[config.mk]
export PLATFORM = sky130hd
export DESIGN_NAME = mux_2_1
export DESIGN_NICKNAME = d
export VERILOG_FILES = /design/src/rtl/mux_2_1.sv
export SDC_FILE = /design/constraint.sdc
export NUM_CORES = 1
export LEC_CHECK = 0
export ABC_AREA = 0
export BUFFER_PORTS_ARGS = -buffer_cell sky130_fd_sc_hd__buf_2
export CORE_UTILIZATION = 30
export CTS_CLUSTER_SIZE = 24
export DETAILED_ROUTE_END_ITERATION = 16
export PLACE_DENSITY = 0.56
export RECOVER_POWER = 25
export SLEW_MARGIN = 25
export SYNTH_ARGS = -nofsm -noshare
export SYNTH_HDL_FRONTEND = slang
export SYNTH_SLANG_ARGS = --single-unit
[constraint.sdc]
create_clock -name clk -period 4.22 [get_ports clk]
set_input_delay 0.844 -clock clk [delete_from_list [all_inputs] [get_ports clk]]
set_output_delay 0.844 -clock clk [all_outputs]
set_load 0.05 [all_outputs]
[src/rtl/mux_2_1.sv]
// Parameterised 2-to-1 multiplexer with a zero-latency output, an optional
// retimed output stage, and a saturating select-change counter for debug.
module mux_2_1 #(
    parameter int                 WIDTH      = 1,
    parameter int                 REGISTERED = 1,
    parameter logic [WIDTH-1:0]   RESET_VAL  = {WIDTH{1'b0}},
    parameter int                 CNT_W      = 8
) (
    input  logic                 clk,
    input  logic                 rst_n,
    input  logic [WIDTH-1:0]     i0,
    input  logic [WIDTH-1:0]     i1,
    input  logic                 s,
    input  logic                 en,
    output logic [WIDTH-1:0]     y_comb,
    output logic [WIDTH-1:0]     y,
    output logic                 out_valid,
    output logic                 sel_q,
    output logic [CNT_W-1:0]     sw_cnt
);

    localparam logic [CNT_W-1:0] CNT_MAX = {CNT_W{1'b1}};

    logic [WIDTH-1:0] sel_data_s;
    logic [CNT_W-1:0] cnt_next_s;
    logic             sel_r;
    logic [CNT_W-1:0] cnt_r;

    // Zero-latency selection, bitwise across the data width.
    always_comb begin
        if (s == 1'b1) begin
            sel_data_s = i1;
        end else begin
            sel_data_s = i0;
        end
    end

    assign y_comb = sel_data_s;

    // Next toggle count: increments on a select change and sticks at its maximum.
    always_comb begin
        cnt_next_s = cnt_r;
        if ((s != sel_r) && (cnt_r != CNT_MAX)) begin
            cnt_next_s = cnt_r + {{(CNT_W-1){1'b0}}, 1'b1};
        end else begin
            cnt_next_s = cnt_r;
        end
    end

    // Select tracking runs every edge irrespective of en.
    always_ff @(posedge clk or negedge rst_n) begin
        if (!rst_n) begin
            sel_r <= 1'b0;
            cnt_r <= {CNT_W{1'b0}};
        end else begin
            sel_r <= s;
            cnt_r <= cnt_next_s;
        end
    end

    assign sel_q  = sel_r;
    assign sw_cnt = cnt_r;

    generate
        if (REGISTERED != 0) begin : g_reg
            logic [WIDTH-1:0] y_r;
            logic             valid_r;

            // Retimed output: load on en, valid flags only the edge that loaded.
            always_ff @(posedge clk or negedge rst_n) begin
                if (!rst_n) begin
                    y_r     <= RESET_VAL;
                    valid_r <= 1'b0;
                end else if (en) begin
                    y_r     <= sel_data_s;
                    valid_r <= 1'b1;
                end else begin
                    y_r     <= y_r;
                    valid_r <= 1'b0;
                end
            end

            assign y         = y_r;
            assign out_valid = valid_r;
        end else begin : g_byp
            // Bypass: output and valid are pure wires, independent of reset.
            assign y         = sel_data_s;
            assign out_valid = en;
        end
    endgenerate

endmodule

==> results.toml <==
[setup_path]
start_kind = "primary input"
critPathKind = "in2out"
end_kind = "primary output"
crit_fanout = 4
required_ps = 3380
worstPathArrival_ps = 1530

[route]
drtAntennaViolNets = 0
vias = 381
routed_wl_microns = 855
first_pass_iters = 5
drc_errors = 0
drt_iter0_markers = 4
avgRoutedWirePerCell_microns = 11.10
drt-vias-per-instance = 4.948

[place]
dp_cells = 73
port_buffers = 17
post-place-ws_ps = 1847
gp_congestion = 0.7034
dpl_cell_area_sq_um = 599.3

[global_route]
grt_usage_pct = 11.50
antenna_found_initial = 0
grt_max_degree = 12
grt_first_pass_wirelength_microns = 1476
grt.overflow.total = 0
grt_pass1_vias = 353

[yosys]
synth.avg_cell_area_sq_um = 12.36
synth_top_area_cell = "dfrtp_1"
synth_edf_count = 0
yosys-top-cells-area = "dfrtp_1 (56%), mux2_2 (6.8%), xnor2_1 (5.3%)"
synth.distinct_cells = 19
ys_ff_latch = 11
yosysMostFrequentCell = "dfrtp_1"
yosys-top-cells-count = "dfrtp_1 (11), a21oi_1 (3), mux2_2 (3), xnor2_1 (3)"
synthFlopType = "dfrtp_1"
ys_seq_area_share_pct = 55.70
yosysWarnings = 0
synth_top_area_share_pct = 55.70
syn_nets = 47
syn_area_sq_um = 494.2
synth_cells = 40
async_reset_ff_share_pct = 100.0

[pwr]
p_switching_mw = 0.2826
power_density_nw_per_um2 = 863.3
p_int_mw = 0.2564
power.leakage_nw = 0.2913
ir_drop_mv = 0.4045
power_mw = 0.5390
swShare_pct = 52.43
power.share.clock_pct = 13.0
p_seq_share_pct = 35.9
pwr-share-comb_pct = 51.1

[cts]
cts_hold_buf = 0
ctsResizeCount = 0
path_clk_slew_ps = 70
clock_sinks = 11
clock-root-buffer = "clkbuf_4"
clockBufferDepth = 2
h-tree-depth = 1
post_cts_buffers = 0
numCtsBuffers = 3
cts_tree = "built"
insertion_delay_ps = 260

[sta]
tightest_slew_ps = 575.0
setup_violations = 0
fin_worst_skew_ps = 6.568
rsz0062_at_grt = "no"
timing_max_transition_violations_final = 0
hold_viol = 0
clock.fmax_mhz = 421.7
fin_crit_sh_pct = 56.20
layout_min_cycle_time_ps = 2372
whs_ps = 507.7
fin_ws_ps = 1848
relSlewSlack_pct = 61.67
tns_ps = 0

[final_layout]
fill_cells = 145
final_cells = 77
multiInputGateArea_sq_um = 215.2
fin_area_sq_um = 624.3
layout-drive-gt1-share_pct = 44.26
utilization_pct = 40.97
regArea_sq_um = 275.3
antenna_cells = 0
areaGrowthSynthToFinish_pct = 26.33
fin_nets = 69

[floorplanning]
initial_core_util_pct = 32.43
die_w_microns = 42.59
die_y_microns = 42.59
core.rowCount = 14
io_pins = 18
die-area_sq_um = 1814
coreArea_sq_um = 1524

[hold_path]
hold_class = "reg2reg"

[run_status]
outcome = "finished clean"

[run]
max-cap-violations = 0
logic make-up after synthesis:
kind of cell	Yosys count	share of synthesized area (%)
and+or+nand+nor	11	13.92
DFF	11	55.70
AOI/OAI and AO/OA	8	11.39
xor gates and xnor gates	5	8.862
muxes	3	6.835
buffers and inverters	1	0.7588
adders and majority gates	1	2.531
sequential cells by signal, indices dropped and copies added (netlist names):
signal / cells
y: 1
out_valid: 1
sel_q: 1
sw_cnt: 8
per-layer routing:
metal / track usage [%] / up-vias / share of wire (%)
met2: 15.38 / 8 / 44
met1: 14.75 / 181 / 50
met5: 0 / - / 0
li1: - / 190 / -
met4: 9.375 / 0 / 1.5
met3: 3.879 / 2 / 4.6
area by class of cell:
| class | instances | area share, % |
|---|---|---|
| Sequential cell | 11 | 44.09 |
| Multi-Input combinational cell | 28 | 34.47 |
| Timing Repair Buffer | 17 | 13.43 |
| Clock buffer | 4 | 4.208 |
| Tap cell | 16 | 3.206 |
| Inverter | 1 | 0.6012 |
power groups by stage:
stage / sequential [mW] / combinational [mW] / clock (mW)
global route: 0.202 / 0.296 / 0.0790
finish: 0.193 / 0.276 / 0.0700
floorplan: 0.331 / 0.0769 / 0
global placement: 0.196 / 0.276 / 0
detailed placement: 0.195 / 0.277 / 0
CTS: 0.194 / 0.278 / 0.0727
placed cells by master (no fill, tap or decap):
master / n
a21oi_1: 3
a31oi_1: 1
a41oi_1: 1
and3_2: 2
buf_2: 16
clkbuf_1: 2
clkbuf_4: 3
dfrtp_1: 11
ha_1: 1
inv_1: 1
mux2_2: 3
nand2_1: 2
nand3_1: 2
nand3_4: 1
nand4_1: 1
nor2_1: 2
nor3_1: 1
o21a_1: 1
o21ai_2: 1
o22a_2: 1
xnor2_1: 3
xor2_1: 2
critical path, stage by stage:
cell and delay, ps:
buf_2 130, mux2_2 340, buf_2 210
final timing paths:
path                                             from  depth (start not counted)               endpoint  slack, ps
max in group asynchronous                       rst_n                          1  sw_cnt[1]$_DFFE_PN0P_       3300
worst max-delay path                                s                          3                 y_comb       1850
worst min register to register          y$_DFFE_PN0P_                          1          y$_DFFE_PN0P_        510
min in group asynchronous                       rst_n                          1  sw_cnt[0]$_DFFE_PN0P_        540
worst max register to register  sw_cnt[3]$_DFFE_PN0P_                          4  sw_cnt[1]$_DFFE_PN0P_       2800
worst min-delay path                    y$_DFFE_PN0P_                          1          y$_DFFE_PN0P_        510
Note: power is estimated with default switching activity, not from simulation.
